<file path="config.mk">
export PLATFORM = sky130hd
export DESIGN_NAME = wb_regfile_commit
export DESIGN_NICKNAME = d
export VERILOG_FILES = /design/src/rtl/wb_regfile_commit.sv
export SDC_FILE = /design/constraint.sdc
export NUM_CORES = 1
export LEC_CHECK = 0
export CORE_MARGIN = 5
export CORE_UTILIZATION = 50
export CTS_BUF_LIST = sky130_fd_sc_hd__clkbuf_8 sky130_fd_sc_hd__clkbuf_16
export DETAILED_ROUTE_END_ITERATION = 6
export GPL_TIMING_DRIVEN = 0
export PLACE_DENSITY = 0.73
export REMOVE_ABC_BUFFERS = 1
export SETUP_SLACK_MARGIN = 0.05
export SLEW_MARGIN = 20
export SYNTH_ARGS = -nofsm -noshare
export SYNTH_HDL_FRONTEND = slang
export SYNTH_SLANG_ARGS = --single-unit
export TNS_END_PERCENT = 1
</file>
<file path="constraint.sdc">
create_clock -name clk -period 3.23 [get_ports clk]
set_clock_uncertainty 0.15 [all_clocks]
set_input_delay 0.8075 -clock clk [delete_from_list [all_inputs] [get_ports clk]]
set_output_delay 0.8075 -clock clk [all_outputs]
set_load 0.03 [all_outputs]
</file>
<file path="src/rtl/wb_regfile_commit.sv">
// wb_regfile_commit: MEM->WB pipeline register, register-file commit with flag-mask merge, read ports, retire counter
module wb_regfile_commit #(
  parameter int CNT_W = 16
) (
  input  logic             clk,
  input  logic             rst_n,
  input  logic [15:0]      MEM_Result,
  input  logic [4:0]       MEM_Wr_id,
  input  logic [7:0]       MEM_Flags,
  input  logic [7:0]       MEM_Fmask,
  input  logic             MEM_Valid,
  input  logic             Flush,
  output logic [15:0]      WB_Result,
  output logic [4:0]       WB_Wr_id,
  output logic [7:0]       WB_Flags,
  output logic [7:0]       WB_Fmask,
  input  logic [4:0]       Rd0_id,
  output logic [15:0]      Rd_data0,
  input  logic [4:0]       Rd1_id,
  output logic [15:0]      Rd_data1,
  output logic [7:0]       F_out,
  output logic [CNT_W-1:0] RetireCnt
);
  // 8-bit IDs have bit4=0 and use the low nibble as the register index; pairs have bit4=1
  localparam logic [3:0] R_A = 4'd1, R_F = 4'd2, R_B = 4'd3, R_C = 4'd4, R_D = 4'd5, R_E = 4'd6;
  localparam logic [3:0] R_H = 4'd7, R_L = 4'd8, R_T0 = 4'd9, R_T1 = 4'd10, R_T2 = 4'd11, R_T3 = 4'd12;

  // Entry 0 stands for rR0: never written, so it always reads as zero.
  logic [7:0] rf  [16];
  logic [7:0] nxt [16];
  logic [8:0] wp, p0, p1;

  // Maps a pair ID to {mapped, high index, low index}; unmapped IDs return mapped=0.
  function automatic logic [8:0] pair_map(input logic [4:0] id);
    case (id)
      5'd16:   pair_map = {1'b1, R_A,  R_F};
      5'd17:   pair_map = {1'b1, R_B,  R_C};
      5'd18:   pair_map = {1'b1, R_D,  R_E};
      5'd19:   pair_map = {1'b1, R_H,  R_L};
      5'd20:   pair_map = {1'b1, R_T1, R_T0};
      5'd21:   pair_map = {1'b1, R_T3, R_T2};
      default: pair_map = 9'd0;
    endcase
  endfunction

  assign wp = pair_map(WB_Wr_id);
  assign p0 = pair_map(Rd0_id);
  assign p1 = pair_map(Rd1_id);

  // Next register-file state: write the WB result, then let masked flag bits override F.
  always_comb begin
    nxt[0] = 8'h00;
    for (int i = 1; i < 16; i++) begin
      nxt[i] = rf[i];
      if (!WB_Wr_id[4] && WB_Wr_id[3:0] == 4'(i)) nxt[i] = WB_Result[7:0];
      if (wp[8] && wp[3:0] == 4'(i)) nxt[i] = WB_Result[7:0];
      if (wp[8] && wp[7:4] == 4'(i)) nxt[i] = WB_Result[15:8];
    end
    nxt[R_F] = (nxt[R_F] & ~WB_Fmask) | (WB_Flags & WB_Fmask);
  end

  // Pipeline register: flushed or invalid MEM entries enter WB as a bubble.
  always_ff @(posedge clk or negedge rst_n)
    if (!rst_n) begin
      WB_Result <= '0;
      WB_Wr_id  <= '0;
      WB_Flags  <= '0;
      WB_Fmask  <= '0;
    end else begin
      WB_Result <= (Flush || !MEM_Valid) ? 16'h0 : MEM_Result;
      WB_Wr_id  <= (Flush || !MEM_Valid) ? 5'h0  : MEM_Wr_id;
      WB_Flags  <= (Flush || !MEM_Valid) ? 8'h0  : MEM_Flags;
      WB_Fmask  <= (Flush || !MEM_Valid) ? 8'h0  : MEM_Fmask;
    end

  // Commit the WB entry into the register file on the same edge the next one enters WB.
  always_ff @(posedge clk or negedge rst_n)
    if (!rst_n) for (int i = 0; i < 16; i++) rf[i] <= 8'h00;
    else rf <= nxt;

  // Count every committed non-bubble entry, wrapping naturally.
  always_ff @(posedge clk or negedge rst_n)
    if (!rst_n) RetireCnt <= '0;
    else RetireCnt <= RetireCnt + CNT_W'(|{WB_Wr_id, WB_Fmask});

  assign Rd_data0 = !Rd0_id[4] ? {8'h00, rf[Rd0_id[3:0]]} : p0[8] ? {rf[p0[7:4]], rf[p0[3:0]]} : 16'h0;
  assign Rd_data1 = !Rd1_id[4] ? {8'h00, rf[Rd1_id[3:0]]} : p1[8] ? {rf[p1[7:4]], rf[p1[3:0]]} : 16'h0;
  assign F_out    = rf[R_F];
endmodule

</file>
==> summary.txt <==
Max stage delay cell, worst path -> mux2_4
Final setup viols -> 32
Worst-path fanout max -> 6
Worst path bufs/invs -> 4
ANT nets after route -> 0
H-tree Lvls -> 4
Share of post-route cells with drive strength above 1 -> 22.57%
Register share of total power -> 43.0%
Dpl cells -> 1,419
Synth Area in Adders -> 0.2245%
Synth Area in Compound Gates -> 14.33%
Worst Hold Class -> in -> async
Failing checks -> negative setup slack
Clock sinks -> 173
Worst skew pair latency -> 0.45 ns
Worst VDD drop -> 0.4767 mV
Cell Area, Synth -> 11,150 sq um
Top FF cell, synth -> dfrtp_1
Total CTS buffers -> 17
Sw Pwr -> 2200 uW
DRC -> 0
Drt via density -> 6.542
EDFF count, synth -> 0
Clock tree buffer depth -> 2
Most used cell, CP -> buf_12
PwrDens -> 463.5 nW/um^2
Die X -> 159.3 um
Syn. warnings -> 0
Seq/Total Area, Yosys -> 38.84%
Root Buffer -> clkbuf_16
CP Cell Sequence -> buf_16 > buf_12 > or2_4 > a21oi_4 > buf_12 > mux2_4 > a22oi_2 > o211ai_1 > buf_4
Final hold viol count -> 0
Final wirelength -> 36,000 um
Pin count of the biggest net entering global routing -> 95
Seq cells post-synth -> 173
Slew @ Worst Pin -> 1.020 ns
Int Power -> 4250 uW
Post-Syn Instances -> 1,077
Final Max Tran Viols -> 0
Setup_tns -> -2.517 ns
TritonCTS clock tree -> done
Synthesis-to-layout area growth -> 24.85%
R2R depth -> 4
Total die area -> 25,380 sq um
Final GP Congestion -> 0.9413
F_max -> 289.5 MHz
Status -> finished with violations
Initial DRT Pass Iterations -> 6
Filler Cell Count -> 1,766
First-pass GRT wire length -> 55,750 um
Clk slew on worst S/H paths -> 0.07 ns
Tot GR Track Use -> 27.93%
XOR/XNOR Fraction of Synth Area -> 1.257%
Multiplexer share of the synthesized area -> 27.17%
Unrepaired setup endpoints after global routing -> yes
WP data arrival -> 2.50 ns
Type of origin of the critical path -> primary input
Worst EP required -> 2.27 ns
Pleak -> 0.006235 uW
Core ar. -> 21,890 sq um
Row count -> 54
Syn_area_per_cell -> 10.35 sq um
Commonest non-fill, non-tap cells in the layout -> dfrtp_1, mux2i_1, clkdlybuf4s50_1
Initial antenna violation count -> 1
Overall Power -> 6451 uW
Crit path largest cell delay -> 0.31 ns
Cell family with most CP delay -> buffers and inverters
Total congestion overflow -> 0
Asr flop ratio synth -> 100.0%
Final min period -> 3.454 ns
Clock network power share -> 33.1%
Max_cap viols -> 0
IO Pins -> 144
Die Height -> 159.3 um
Most common cell after layout, fill and taps aside -> dfrtp_1
Crit Path Category -> in -> out
Vias in the first global route -> 9,567
PortBufs -> 143
Initial DRC Count -> 1,051
Fin cells -> 1,485
Combinational Power Share -> 23.9%
Max_slew headroom -> 31.73%
Sw Share -> 34.11%
Largest family of logic cells by synthesized area -> multiplexers
CP Capture Type -> primary output
Fin crit share -> 106.9%
Nets -> 1,245
Vias -> 9,715
Detail Placement HPWL -> 24,370 um
Post-Synth Simple-Gate Area -> 13.35%
PnR worst setup slack -> -0.2240 ns
Antenna diode count -> 0
WL per Instance -> 24.24 um
Initial Util -> 50.92%
Cell variety after synth -> 66
Worst path depth -> 9
## logic make-up (layout without fill, tap and decap cells)
logic type,after synthesis,in the layout
fa+ha+maj,2,2
xor+xnor,16,16
simple gates,293,293
buf+inv,98,226
compound gates,244,244
mux,251,251
flops,173,173
## per-stage QoR
step	cell area, sq um	setup WS [ns]	utilization [%]	hold WS, ns
2_1_floorplan	10650	-0.02284	-	0.3411
3_3_place_gp	12440	-6.029	56.81	0.3126
3_5_place_dp	12530	-1.561	57.22	0.3212
4_1_cts	13880	-0.1777	63.43	0.2322
5_1_grt	13920	-0.2518	63.57	0.2502
6_report	13920	-0.2240	63.57	0.2212
## path summary, 6_finish.rpt
kind	startpoint	endpoint	slack [ns]
hold reg to reg	WB_Flags[2]	flop	0.34
max in group asynchronous	rst_n	rf[0]	1.85
setup / recovery	Rd1_id[0]	Rd_data1[1]	-0.22
hold / removal	rst_n	rf[66]	0.22
min in group clk	WB_Flags[2]	flop	0.34
setup reg to reg	WB_Wr_id[4]	rf[25]	0.33
## cell usage after synthesis (all sizes together), types with 15 or more instances
cell | instances | share of area [%]
nor3 | 21 | 1.1
dfrtp | 173 | 39
buf | 57 | 3.4
mux2i | 135 | 12
and2 | 38 | 2.1
o21ai | 97 | 4.7
a21oi | 36 | 1.7
nor2b | 15 | 0.91
mux4 | 33 | 6.7
nand2 | 87 | 2.9
mux2 | 83 | 8.4
clkbuf | 29 | 1.0
nand3 | 17 | 0.85
nor2 | 67 | 2.4
## sequential cells by signal (all words and copies together), names as in the netlist, named ones only
signal / count
RetireCnt: 16
WB_Wr_id: 5
rf: 112
WB_Flags: 8
WB_Fmask: 8
WB_Result: 16
## final cells by class
class	instances	area (sq um)	share of cell area [%]
clock buffer	18	439.2	3.156
clock inverter	14	163.9	1.178
inverter	12	62.56	0.4495
multi-input combinational	806	6501	46.71
sequential	173	4329	31.11
tap	280	350.3	2.517
timing repair buffer	182	2071	14.88
## what timing repair did
item / 4_1_cts / 5_1_grt
endpoints found under the setup margin: 32 / 32
hold buffers: 0 / 0
gates cloned: 6 / 0
buffers inserted: 27 / 1
gates resized for setup: 303 / 17
pin swaps: 20 / 13
## power by group through the flow
stage,registers [uW],logic (uW),clock network [uW]
after floorplan,2790,724,0
after global placement,2790,1390,0
after detailed placement,2790,1410,0
after CTS,2750,1530,2170
after global routing,2800,1660,2260
final,2770,1540,2140
## metal layers
layer  part of all wire, %  global-route usage, %  vias up
li1                      -                      -     4238
met1                    40                  37.77     4725
met2                    45                  43.69      625
met3                   9.3                  6.057      127
met4                   5.0                  11.87        0
met5                     0                      0        -
Power figures use the tool's default switching activity.
